**config.mk**
```make
export PLATFORM = sky130hd
export DESIGN_NAME = return_addr_stack_flat
export DESIGN_NICKNAME = d
export VERILOG_FILES = /design/src/rtl/return_addr_stack_if.sv /design/src/rtl/return_addr_stack.sv /design/src/flat_wrapper.sv
export SDC_FILE = /design/constraint.sdc
export NUM_CORES = 1
export LEC_CHECK = 0
export ABC_AREA = 1
export BUFFER_PORTS_ARGS = -buffer_cell sky130_fd_sc_hd__buf_2
export CAP_MARGIN = 20
export CORE_UTILIZATION = 62
export CTS_CLUSTER_DIAMETER = 120
export DETAILED_ROUTE_END_ITERATION = 10
export GPL_TIMING_DRIVEN = 0
export PLACE_DENSITY = 0.79
export SLEW_MARGIN = 0
export SYNTH_ARGS = -nofsm -noshare
export SYNTH_HDL_FRONTEND = slang
export SYNTH_SLANG_ARGS = --single-unit
```
**constraint.sdc**
```tcl
create_clock -name clk -period 3.9 [get_ports clk]
set_input_delay 0.78 -clock clk [delete_from_list [all_inputs] [get_ports clk]]
set_output_delay 0.78 -clock clk [all_outputs]
set_load 0.005 [all_outputs]
```
**src/rtl/return_addr_stack_if.sv**
```systemverilog
// return_addr_stack_if: CALL/RET push/pop request and stack status bundle.
interface return_addr_stack_if #(parameter int AW = 8);
    logic          push_en;
    logic [AW-1:0] push_addr;
    logic          pop_en;
    logic [AW-1:0] ret_addr;
    logic          ret_valid;
    logic [AW-1:0] top_addr;
    logic          empty;
    logic          full;
    logic          overflow;
    logic          underflow;
    modport master (output push_en, push_addr, pop_en,
                    input  ret_addr, ret_valid, top_addr, empty, full, overflow, underflow);
    modport slave  (input  push_en, push_addr, pop_en,
                    output ret_addr, ret_valid, top_addr, empty, full, overflow, underflow);
endinterface

```
**src/rtl/return_addr_stack.sv**
```systemverilog
// return_addr_stack: DEPTH-level return-address stack; RAS_WRAP_EN makes a push while full overwrite the oldest entry.
module return_addr_stack #(
    parameter int DEPTH = 8,
    parameter int AW    = 8
) (
    input logic               clk,
    input logic               rst,
    return_addr_stack_if.slave bus
);
    localparam int PW = $clog2(DEPTH);
`ifdef RAS_WRAP_EN
    localparam bit WRAP = 1'b1;
`else
    localparam bit WRAP = 1'b0;
`endif
    logic [AW-1:0] mem [DEPTH];
    logic [PW-1:0] wp, tp, wp_n, wr_idx;
    logic [PW:0]   count, count_n;
    logic [AW-1:0] ret_addr;
    logic          ret_valid, overflow, underflow;
    logic          pop_ok, repl, push_ok, push_full, pop_only, adv, wr_en;
    assign tp        = wp - 1'b1;
    assign pop_ok    = bus.pop_en && count != '0;
    assign repl      = bus.push_en && pop_ok;
    assign pop_only  = pop_ok && !bus.push_en;
    assign push_ok   = bus.push_en && !pop_ok && !bus.full;
    assign push_full = bus.push_en && !pop_ok && bus.full;
    assign adv       = push_ok || (WRAP && push_full);
    always_comb begin
        wr_en   = repl || adv;
        wr_idx  = repl ? tp : wp;
        wp_n    = adv ? wp + 1'b1 : pop_only ? tp : wp;
        count_n = push_ok ? count + 1'b1 : pop_only ? count - 1'b1 : count;
    end
    always_ff @(posedge clk) begin
        if (rst) begin
            wp        <= '0;
            count     <= '0;
            ret_addr  <= '0;
            ret_valid <= 1'b0;
            overflow  <= 1'b0;
            underflow <= 1'b0;
        end else begin
            wp        <= wp_n;
            count     <= count_n;
            ret_valid <= pop_ok;
            if (pop_ok) ret_addr <= mem[tp];
            if (push_full) overflow <= 1'b1;
            if (bus.pop_en && !pop_ok) underflow <= 1'b1;
        end
    end
    // Storage is left uninitialised; only the pointers are reset.
    always_ff @(posedge clk) begin
        if (!rst && wr_en) mem[wr_idx] <= bus.push_addr;
    end
    assign bus.ret_addr  = ret_addr;
    assign bus.ret_valid = ret_valid;
    assign bus.empty     = count == '0;
    assign bus.full      = count == (PW+1)'(DEPTH);
    assign bus.top_addr  = bus.empty ? '0 : mem[tp];
    assign bus.overflow  = overflow;
    assign bus.underflow = underflow;
endmodule
```
**src/flat_wrapper.sv**
```systemverilog
// flat-port wrapper written by rule: the top's interface ports become plain ports
module return_addr_stack_flat 
#(
    parameter int DEPTH = 8,
    parameter int AW    = 8
)
  (clk, rst, bus_push_en, bus_push_addr, bus_pop_en, bus_ret_addr, bus_ret_valid, bus_top_addr, bus_empty, bus_full, bus_overflow, bus_underflow);
  return_addr_stack_if #(.AW(AW)) bus_i ();
  input logic clk;
  input logic rst;
  input wire logic [$bits(bus_i.push_en)-1:0] bus_push_en;
  input wire logic [$bits(bus_i.push_addr)-1:0] bus_push_addr;
  input wire logic [$bits(bus_i.pop_en)-1:0] bus_pop_en;
  output wire logic [$bits(bus_i.ret_addr)-1:0] bus_ret_addr;
  output wire logic [$bits(bus_i.ret_valid)-1:0] bus_ret_valid;
  output wire logic [$bits(bus_i.top_addr)-1:0] bus_top_addr;
  output wire logic [$bits(bus_i.empty)-1:0] bus_empty;
  output wire logic [$bits(bus_i.full)-1:0] bus_full;
  output wire logic [$bits(bus_i.overflow)-1:0] bus_overflow;
  output wire logic [$bits(bus_i.underflow)-1:0] bus_underflow;
  assign bus_i.push_en = bus_push_en;
  assign bus_i.push_addr = bus_push_addr;
  assign bus_i.pop_en = bus_pop_en;
  assign bus_ret_addr = bus_i.ret_addr;
  assign bus_ret_valid = bus_i.ret_valid;
  assign bus_top_addr = bus_i.top_addr;
  assign bus_empty = bus_i.empty;
  assign bus_full = bus_i.full;
  assign bus_overflow = bus_i.overflow;
  assign bus_underflow = bus_i.underflow;
  return_addr_stack #(.DEPTH(DEPTH), .AW(AW)) u_core (.clk(clk), .rst(rst), .bus(bus_i));
endmodule
```
=== Word-level counts from Yosys, hierarchy flattened ===
Memory sizes are Yosys's and may differ from the RTL's.
Cells that the tools add are included.

* Register bits: 18
* Latch bits: 0
* Bits in writable memories: 64
* ROM bits: 0
* Output and inout port bits: 21
* Logic and storage cells: 36
* Memories: 1

{| class="wikitable"
|+ Memory list
! name !! words !! width !! rd ports !! clocked after memory_dff !! wr ports !! line !! source
|-
| u_core.mem || 8 || 8 || 1 || 0 || 1 || return_addr_stack.sv:16 || <nowiki>logic [AW-1:0] mem [DEPTH];</nowiki>
|}

* $add $sub $neg: 4
* Multiply operators: 0
* Divide/modulo/power cells: 0
* $lt $le $gt $ge: 0
* Equal/unequal tests: 1
* Shift-type cells: 0
* Multiplexer cells: 8
* Bitwise operators: 0
* Reductions and logical operators: 16

{| class="wikitable"
|+ Operators with widths
! cell !! count
|-
| $mux W3 || 3
|-
| $logic_and A1 B1 Y1 || 8
|-
| $mux W4 || 2
|-
| $mux W8 || 1
|-
| $add A4 B1 Y4 const B || 1
|-
| $eq A4 B4 Y1 const B || 1
|-
| $logic_not A1 Y1 || 4
|-
| $logic_not A4 Y1 || 1
|-
| $reduce_bool A4 Y1 || 1
|-
| $sub A4 B1 Y4 const B || 1
|-
| $add A3 B1 Y3 const B || 1
|-
| $sub A3 B1 Y3 const B || 1
|-
| $mux W1 || 2
|-
| $reduce_bool A2 Y1 || 1
|-
| $logic_or A1 B1 Y1 || 1
|}

=== Longest topological paths before layout ===
Gate-level depths: netlist of the first run.

* Depth in word-level cells: 9
* Mapped depth: 13
* Depth with buffers taken out: 13

=== Worst setup path after synthesis of the first run ===
OpenSTA, ideal clock, no wires.

* Path type: flip-flop to output port
* Start: register u_core.wp[0]
* End: output bus_top_addr[0]
* Data arrival time: 1.792 ns
* Data required time: 3.120 ns
* Path slack: 1.328 ns
* Cell stages (with the launch flop): 12
* Path buffers: 4
* Cell sequence: dfxtp_1 buf_2 inv_2 buf_2 ha_1 buf_4 clkinv_1 buf_2 o21ai_0 o221ai_1 o21ai_0 nor2_1

* Longest elaborated chain between the ends: 3

{| class="wikitable"
|+ RTL lines
! element !! line !! source
|-
| start, declared || return_addr_stack.sv:17 || <nowiki>logic [PW-1:0] wp, tp, wp_n, wr_idx;</nowiki>
|-
| start signal, assigned || return_addr_stack.sv:44 || <nowiki>wp <= wp_n;</nowiki>
|-
| $sub A3 B1 Y3 || return_addr_stack.sv:22 || <nowiki>assign tp = wp - 1'b1;</nowiki>
|-
| $mem_v2 Z8 W8 || -- ||
|-
| $mux W8 || return_addr_stack.sv:60 || <nowiki>assign bus.top_addr = bus.empty ? '0 : mem[tp];</nowiki>
|-
| end, declared || flat_wrapper.sv:16 || <nowiki>output wire logic [$bits(bus_i.top_addr)-1:0] bus_top_addr;</nowiki>
|}

No other way between the ends.

=== Worst setup path in the final report of the first run ===
* Start: register u_core.wp[0]
* End: output bus_top_addr[1]

The elaborated chain is that of the path after synthesis.

==> impl_metrics.toml, run 1 <==
[die]
initial_core_util = 0.654
io_pins = 33
die_w_um = 75.9
die_height_um = 75.9
dieArea_um2 = 5760
placeableCoreArea_um2 = 5170
row_count = 26

[timing]
final_max_slew_viol_count = 0
fmax_ghz = 0.267
tightest_slew_ps = 813
setup_viol = 0
finalSetupTns_ps = 0
hold_ws_ps = 458
hold_viol_final = 0
clock_skew_ps = 7.27
relSlewSlack = 0.456
fin_crit_ps = 3740
period_share = 0.960
rsz0062_at_grt = "true"

[yosys]
synth-seq-cells = 82
seq_area_frac_synth = 0.674
synth_area_leaders = "edfxtp_1 57%, dfxtp_1 11%, o21ai_0 6.8%"
syn_avg_cell_area_um2 = 11.3
netlist_instances = 299
synth_cell_types = 28
netlist_area_um2 = 3380
yosys.area.top_type = "edfxtp_1"
ys_warn_count = 0
yosysTopAreaCellShare = 0.568
synthesis.nets = 315

[pwr]
p_per_area_nw_per_um2 = 751
p_seq_frac = 0.391
p_leak_uw = 0.00144
p_int_uw = 1770
swShare = 0.386
vdd_ir_drop_max_mv = 0.377
power_uw = 2880
pwr-share-comb = 0.399
pwr-share-clk = 0.210
switchingPower_uw = 1110

[global_routing]
grt_pass1_wl_mm = 11.2
grt_pass1_vias = 2218
grt_max_degree = 15
antenna_found_initial = 0
track_usage = 0.284
gr-total-overflow = 0

[finish]
design_area_um2 = 3830
fill_cells = 346
layout.area.seq_um2 = 2280
diodes = 0
multi_input_area_um2 = 962
drive_gt1_frac = 0.199
final_nets = 358
area_growth_pct = 13.2
fin_cells = 417

[clock_network]
cts_root_buf = "clkbuf_8"
clock_path_buffers = 2
clkSlewWorstSetupHoldPaths_ps = 80
cts_buffers = 9
htree_levels = 3
tritoncts = "yes"
cts_sinks = 82
post_cts_buffers = 0
insertion_delay_ps = 360

[placement]
dpl_cell_area_um2 = 3630
hpwl_mm = 4.71
dp_cells = 401
globalplace.congestion = 0.837
port_buffers = 32

[setup_path]
slowest_stage = "dfxtp_1"
critPathMaxFanout = 10
path_class = "flop to primary output"
cp-start-kind = "flop"
crit_arrival_ps = 2960
r2r-end = "u_core.mem[0][3]"
cpMostUsedCell = "buf_2"
r2r_slack_ps = 560
worstPathRequired_ps = 3120
crit_end = "bus_top_addr[1]"
worst_path_largest_cell_delay_ps = 350
cp-end-kind = "primary output"
reg2reg_depth = 10
crit_start = "u_core.wp[0]"
crit_chain = "buf_2 -> inv_2 -> buf_2 -> ha_1 -> buf_4 -> clkbuf_1 -> o21ai_0 -> o221ai_1 -> o21ai_0 -> nor2_1 -> buf_2"
r2r_start = "u_core.wp[0]"

[detailed_routing]
post_drt_wl_per_cell_um = 17.7
via_count = 2466
drt.antenna.violating_nets = 0
drt-total-wl_mm = 7.37
vias_per_cell = 5.91
initialDrtViolationCount = 241
firstDrtPassIters = 8
post-route-drc-count = 0

[outcome]
status = "finished, final reports clean"

[worst_hold_path]
hold_class = "flop to flop"
worst_hold_path.num_cells = 2

[flow_run]
drv_cap = 0
## how the worst min path moves through the flow
stage / end / start
after detailed placement: u_core.bus.overflow / u_core.bus.overflow
after CTS: u_core.bus.overflow / u_core.bus.overflow
after floorplan: u_core.bus.overflow / u_core.bus.overflow
after global placement: u_core.bus.underflow / u_core.bus.underflow
final: u_core.bus.overflow / u_core.bus.overflow
after global routing: u_core.bus.ret_addr[3] / u_core.bus.ret_addr[3]
## power by group through the flow
stage          registers [uW]  clock network, uW  logic, uW
2_1_floorplan            1140                  0        705
3_3_place_gp             1140                  0       1080
3_5_place_dp             1140                  0       1100
4_1_cts                  1130                601       1120
5_1_grt                  1140                641       1290
6_report                 1130                605       1150
## sequential cells by signal, indices dropped and copies added (netlist names)
register              cells
u_core.mem               64
u_core.bus.ret_addr       8
u_core.count              4
u_core.wp                 3
u_core.bus.overflow       1
u_core.bus.ret_valid      1
u_core.bus.underflow      1
## logic make-up (layout without fill, tap and decap cells)
family / count (synthesis) / count (layout) / synth area share
xor gates and xnor gates: 4 / 4 / 0.0126
AOI/OAI and AO/OA: 80 / 80 / 0.133
buffers and inverters: 33 / 81 / 0.0425
and+or+nand+nor: 96 / 96 / 0.123
adders and majority gates: 4 / 4 / 0.0148
DFF: 82 / 82 / 0.674
## layer usage
layer	global-route usage	part of all wire
met3	0.0767	0.073
met5	0	0
met1	0.367	0.42
met4	0.117	0.029
met2	0.455	0.48
## critical path: cells and delay by family, from the launching register on
family          cells  cell delay (ps)
flops               1              350
simple gates        1              110
buf+inv             6             1150
compound gates      3              690
fa+ha+maj           1              300
## cells in the final DEF (no fill, tap or decap), types with 2 or more instances in the layout
master and n:
a21oi_1 7, nand3b_1 2, ha_1 4, inv_2 3
buf_4 2, nand2_2 2, edfxtp_1 64, buf_2 41
inv_1 16, nand3_1 14, o21ai_0 44, clkbuf_8 9
o22ai_1 8, xnor2_1 2, o21ai_1 9, nand2_1 20
nor2_1 54, o221ai_1 9, dfxtp_1 18, clkinv_2 2
clkinv_1 2
## layout make-up
type | count | area share
clock buffer | 9 | 0.0323
clock inverter | 7 | 0.0180
tap | 70 | 0.0229
buffer | 13 | 0.0186
multi-input combinational | 184 | 0.251
sequential | 82 | 0.596
timing repair buffer | 32 | 0.0418
inverter | 20 | 0.0196
## per-stage QoR
step	setup WS, ps	util
2_1_floorplan	1330	-
3_3_place_gp	554	0.702
3_5_place_dp	540	0.702
4_1_cts	114	0.739
5_1_grt	-9.50	0.741
6_report	156	0.741
## Yosys cell counts
cell type	number
edfxtp_1	64
nor2_1	54
o21ai_0	46
nand2_1	20
dfxtp_1	18
inv_1	16
nand3_1	14
buf_2	10
o221ai_1	9
o21ai_1	8
o22ai_1	8
a21oi_1	7
ha_1	4
inv_2	3
buf_4	2
nand2_2	2
nand3b_1	2
xnor2_1	2
a211oi_1	1
clkbuf_1	1
clkinv_1	1
nand2_4	1
nand3_4	1
nand4_1	1
nor2_2	1
o21bai_1	1
xnor2_2	1
xor2_1	1
## repair_timing
item / 4_1_cts / 5_1_grt
gates resized for setup: 0 / 4
setup endpoints to repair: 0 / 5
hold buffers: 0 / 0
Power figures use the tool's default switching activity.
==> run 2: changes to the inputs <==
Settings changed: CORE_UTILIZATION 62 to 52, PLACE_DENSITY 0.79 to 0.7.
Clock period 3.9 ns to 3.1 ns, I/O delays scaled along.
==> run 2 against run 1 <==
  * Largest power group unchanged
  * Critical path depth is 1 higher
  * Clock-buffer cell count did not move
  * Sequential power is 26% higher
  * Utilization is 12 points lower
  * Global-route usage shrank 6.3 points
  * Routed wire length fell by 5.8%
  * Non-clock buffer count increased by 4
  * Combinational power is 31% higher
  * Largest cell class unchanged
  * Sequential cell count unchanged
  * Power increased by 27%
  * Sequential share of layout area is 1.2 points lower
==> impl_metrics.toml, run 2 (synthesis gave the netlist of run 1 again) <==
[finish]
final_cell_mix = "64 x edfxtp_1, 54 x nor2_1, 41 x o21ai_0"
design_area_um2 = 3920
multi_input_area_um2 = 977
largest_reg_flops = 64
final_nets = 362
diodes = 0
top_register = "u_core.mem"
drive_gt1_frac = 0.222
layout_commonest_cell = "edfxtp_1"
largest_registers = "u_core.mem x64, u_core.bus.ret_addr x8, u_core.count x4"
layout.area.seq_um2 = 2290
fill_cells = 512
area_growth_pct = 15.7

[pwr]
p_leak_uw = 0.00148
p_per_area_nw_per_um2 = 936
vdd_ir_drop_max_mv = 0.553

[setup_path]
slowest_stage = "dfxtp_4"
r2r_slack_ps = 280
path_class = "flop to primary output"
crit_chain = "buf_6 -> inv_2 -> buf_6 -> ha_1 -> buf_6 -> inv_6 -> buf_8 -> o21ai_0 -> o221ai_1 -> o21ai_2 -> nor2_1 -> buf_2"
worst_path_largest_cell_delay_ps = 360
worstPathRequired_ps = 2480
cp-start-kind = "flop"
cpMostUsedCell = "buf_6"
critPathMaxFanout = 10
crit_arrival_ps = 2300
cp-end-kind = "primary output"

[timing]
setup_viol = 0
clock_skew_ps = 10.7
fmax_ghz = 0.343
rsz0062_at_grt = "false"
fin_crit_ps = 2920
relSlewSlack = 0.464
hold_ws_ps = 453
tightest_slew_ps = 801
period_share = 0.941
hold_viol_final = 0
final_max_slew_viol_count = 0

[global_routing]
track_usage = 0.221
grt_max_degree = 17
grt_pass1_vias = 2134
gr-total-overflow = 0
grt.busiest_layer = "met2"
grt_pass1_wl_mm = 10.4
met1_usage = 0.276
grtUsageMet3 = 0.0615
grtUsageMet2 = 0.356
antenna_found_initial = 0

[clock_network]
cts_buffers = 9
clock_path_buffers = 2
cts_hold_buffers = 0
tritoncts = "yes"
insertion_delay_ps = 360
cts_sinks = 82
htree_levels = 3
clkSlewWorstSetupHoldPaths_ps = 90
cts_root_buf = "clkbuf_8"

[detailed_routing]
drt-total-wl_mm = 6.94
vias_per_cell = 5.66
firstDrtPassIters = 4
via_count = 2421
post_drt_wl_per_cell_um = 16.2
post-route-drc-count = 0
initialDrtViolationCount = 178
drt.antenna.violating_nets = 0

[flow_run]
drv_cap = 0

[die]
die_height_um = 82.7
placeableCoreArea_um2 = 6310
io_pins = 33
die_w_um = 82.7
initial_core_util = 0.536
row_count = 29
dieArea_um2 = 6840

[worst_hold_path]
hold_class = "flop to flop"

[placement]
port_buffers = 32
dpl_cell_area_um2 = 3640
globalplace.congestion = 0.794
hpwl_mm = 4.69

[outcome]
status = "finished, final reports clean"
[run 2: changes by cell type in the layout (fill, tap and decap cells not counted), sizes merged]
cell    previous run  this run
clkinv             5         2
buf               43        49
inv               20        24
bufinv             1         0
clkbuf            11         9
[run 2: repair_timing]
item | in CTS | in global routing
buffers inserted | 0 | 3
pin swaps | 1 | 1
cloned | 0 | 1
endpoints found under the setup margin | 49 | 40
resized for setup | 14 | 13
[run 2: report_power, final]
| group | internal, uW | switching [uW] |
|---|---|---|
| Combinational | 607 | 905 |
| Sequential | 1340 | 76.6 |
| Clock | 308 | 428 |
[run 2: final timing paths]
path | start | end | depth (start not counted)
min reg2reg | u_core.bus.underflow | u_core.bus.underflow | 2
min | u_core.bus.underflow | u_core.bus.underflow | 2
max | u_core.wp[0] | bus_top_addr[1] | 12
max reg2reg | u_core.wp[0] | u_core.mem[0][3] | 10
[run 2: per-layer routing]
layer	wire length [um]	vias to the layer above
li1	-	1164
met1	3010	1168
met2	3360	80
met3	478	9
met4	94	0
met5	0	-
[run 2: worst max-delay path, delay by kind of cell (launching register included)]
family	cells	cell delay, ps
AO/OA/AOI/OAI	3	380
flip-flops	1	360
buffers and inverters	7	790
AND/OR/NAND/NOR	1	90
adder cells (fa/ha/maj)	1	300
[run 2: layout make-up]
cell class	instances	share of cell area
Sequential cell	82	0.584
Multi-Input combinational cell	184	0.249
Timing Repair Buffer	36	0.0479
Clock buffer	9	0.0316
Buffer	13	0.0268
Tap cell	77	0.0246
Inverter	20	0.0204
Clock inverter	7	0.0156
[run 2: through the flow]
| stage | power (uW) | worst slack (ps) | cells | util | TNS (ps) |
|---|---|---|---|---|---|
| floorplan | 2320 | 617 | 299 | - | 0 |
| global placement | 2780 | -161 | 408 | 0.577 | -3860 |
| detailed placement | 2810 | -221 | 408 | 0.577 | -4950 |
| CTS | 3600 | 4.65 | 424 | 0.612 | 0 |
| global route | 3950 | 4.70 | 428 | 0.620 | 0 |
| finish | 3670 | 181 | 428 | 0.620 | 0 |
==> run 3: changes to the inputs <==
Settings changed: CORE_UTILIZATION 52 to 25, PLACE_DENSITY 0.7 to 0.36.
Clock period 3.1 ns to 3.7 ns, I/O delays scaled along.
==> run 3 against run 2 <==
  * Worst hold slack worse by 3.4 ps
  * Sequential cell count stayed put
  * Routed wire length rose by 23%
  * Highest routed layer unchanged
  * Critical path depth down 2
  * Non-clock buffer count decreased by 4
  * Sequential power shrank 16%
  * Combinational power down 19%
  * Largest power group unchanged
  * Utilization is 31 points lower
  * Clock-buffer cell count is the same
  * Largest cell class unchanged
==> impl_metrics.toml, run 3 (synthesis gave the netlist of run 1 again) <==
[detailed_routing]
drt.antenna.violating_nets = 0
wl_met1_mm = 4.20
wl_met2_mm = 3.87
top_layer = "met4"
post-route-drc-count = 0
post_drt_wl_per_cell_um = 16.4
initialDrtViolationCount = 143
vias_per_cell = 4.49
drt-total-wl_mm = 8.57
via_count = 2346
firstDrtPassIters = 5
wl_met3_um = 394

[setup_path]
path_class = "flop to primary output"
crit_family = "buffers and inverters"
slowest_stage = "xnor2_2"
cp-start-kind = "flop"
cp-end-kind = "primary output"
reg2reg_depth = 10
r2r_slack_ps = 410
r2r-end = "u_core.mem[0][4]"
critPathBufInv = 5
worstPathRequired_ps = 2960
crit_chain = "clkbuf_4 -> inv_2 -> clkbuf_4 -> ha_1 -> xnor2_2 -> buf_2 -> o221ai_1 -> o21ai_1 -> nor2_1 -> buf_2"
worst_path_largest_cell_delay_ps = 440
crit_arrival_ps = 2810
critPathMaxFanout = 10
r2r_start = "u_core.wp[0]"

[worst_hold_path]
hold_class = "flop to flop"
whs_endpoint = "u_core.bus.underflow"
hp-start = "u_core.bus.underflow"
worst_hold_path.num_cells = 2

[die]
placeableCoreArea_um2 = 13200
die_w_um = 118
initial_core_util = 0.256
die_height_um = 118
dieArea_um2 = 14000
row_count = 42
io_pins = 33

[placement]
dp_slack_ps = 256
port_buffers = 32
hpwl_mm = 5.91
dpl_cell_area_um2 = 3760
globalplace.congestion = 0.700

[clock_network]
clkSlewWorstSetupHoldPaths_ps = 60
cts_hold_buffers = 0
clock_path_buffers = 2
cts_buffers = 9
insertion_delay_ps = 350
cts_root_buf = "clkbuf_16"
cts_sinks = 82
htree_levels = 3
post_cts_buffers = 0
tritoncts = "yes"

[timing]
layout_setup_ws_ps = 151
period_share = 0.959
setup_viol = 0
hold_viol_final = 0
finalSetupTns_ps = 0
relSlewSlack = 0.403
clock_skew_ps = 8.09
fmax_ghz = 0.282
final_max_slew_viol_count = 0
rsz0062_at_grt = "false"
tightest_slew_ps = 892
fin_crit_ps = 3550

[finish]
multi_input_area_um2 = 958
drive_gt1_frac = 0.205
fill_cells = 1379
layout.area.seq_um2 = 2280
design_area_um2 = 4080
top_register = "u_core.mem"
final_nets = 358
layout_commonest_cell = "edfxtp_1"
largest_reg_flops = 64
diodes = 0
area_growth_pct = 20.7
largest_registers = "u_core.mem x64, u_core.bus.ret_addr x8, u_core.count x4"
final_cell_mix = "64 x edfxtp_1, 54 x nor2_1, 43 x o21ai_0"
post-route-util = 0.308

[global_routing]
antenna_found_initial = 0
grt_max_degree = 17
grt_pass1_vias = 2315
grt_pass1_wl_mm = 13.3
track_usage = 0.132
gr-total-overflow = 0

[flow_run]
drv_cap = 0

[pwr]
power_uw = 3330
p_per_area_nw_per_um2 = 816
p_leak_uw = 0.00150
vdd_ir_drop_max_mv = 0.231

[outcome]
status = "finished, final reports clean"
run 3: worst min-delay path, cell delays in order, from the launching register on:
cell and delay [ps]:
dfxtp_1 310, inv_1 40, a21oi_1 50
run 3: how the worst max path moves through the flow:
stage	startpoint	depth (start not counted)	slack (ps)	to
final	u_core.wp[0]	10	150	bus_top_addr[6]
after CTS	u_core.wp[0]	12	30	bus_top_addr[3]
after detailed placement	u_core.wp[0]	10	260	u_core.mem[0][4]
after floorplan	u_core.wp[0]	11	1170	bus_top_addr[0]
after global placement	u_core.wp[0]	10	240	u_core.mem[0][1]
after global routing	u_core.wp[0]	10	1	bus_top_addr[6]
run 3: routing by layer:
metal / global-route usage / vias to the layer above
li1: - / 1160
met1: 0.173 / 1117
met2: 0.205 / 61
met3: 0.0434 / 8
met4: 0.0385 / 0
met5: 0 / -
run 3: stage by stage:
| step | hold slack, ps | cells |
|---|---|---|
| detailed placement | 442 | 507 |
| floorplan | 441 | 299 |
| global route | 482 | 523 |
| CTS | 452 | 523 |
| finish | 449 | 523 |
| global placement | 438 | 507 |
run 3: repair_timing:
item / 4_1_cts / 5_1_grt
endpoints found under the setup margin: 3 / 8
endpoints found under the hold margin: 0 / 0
gates resized for setup: 2 / 6
run 3: final cells by class:
type	instances	share of cell area
clock inverter	7	0.0199
sequential	82	0.559
multi-input combinational	184	0.235
tap	176	0.0539
clock buffer	9	0.0551
timing repair buffer	32	0.0392
inverter	20	0.0193
buffer	13	0.0190
run 3: power breakdown:
| part | leakage, uW | switching [uW] | internal [uW] |
|---|---|---|---|
| Sequential | 0.000726 | 63.0 | 1130 |
| Clock | 0.000147 | 386 | 533 |
| Combinational | 0.000624 | 792 | 432 |
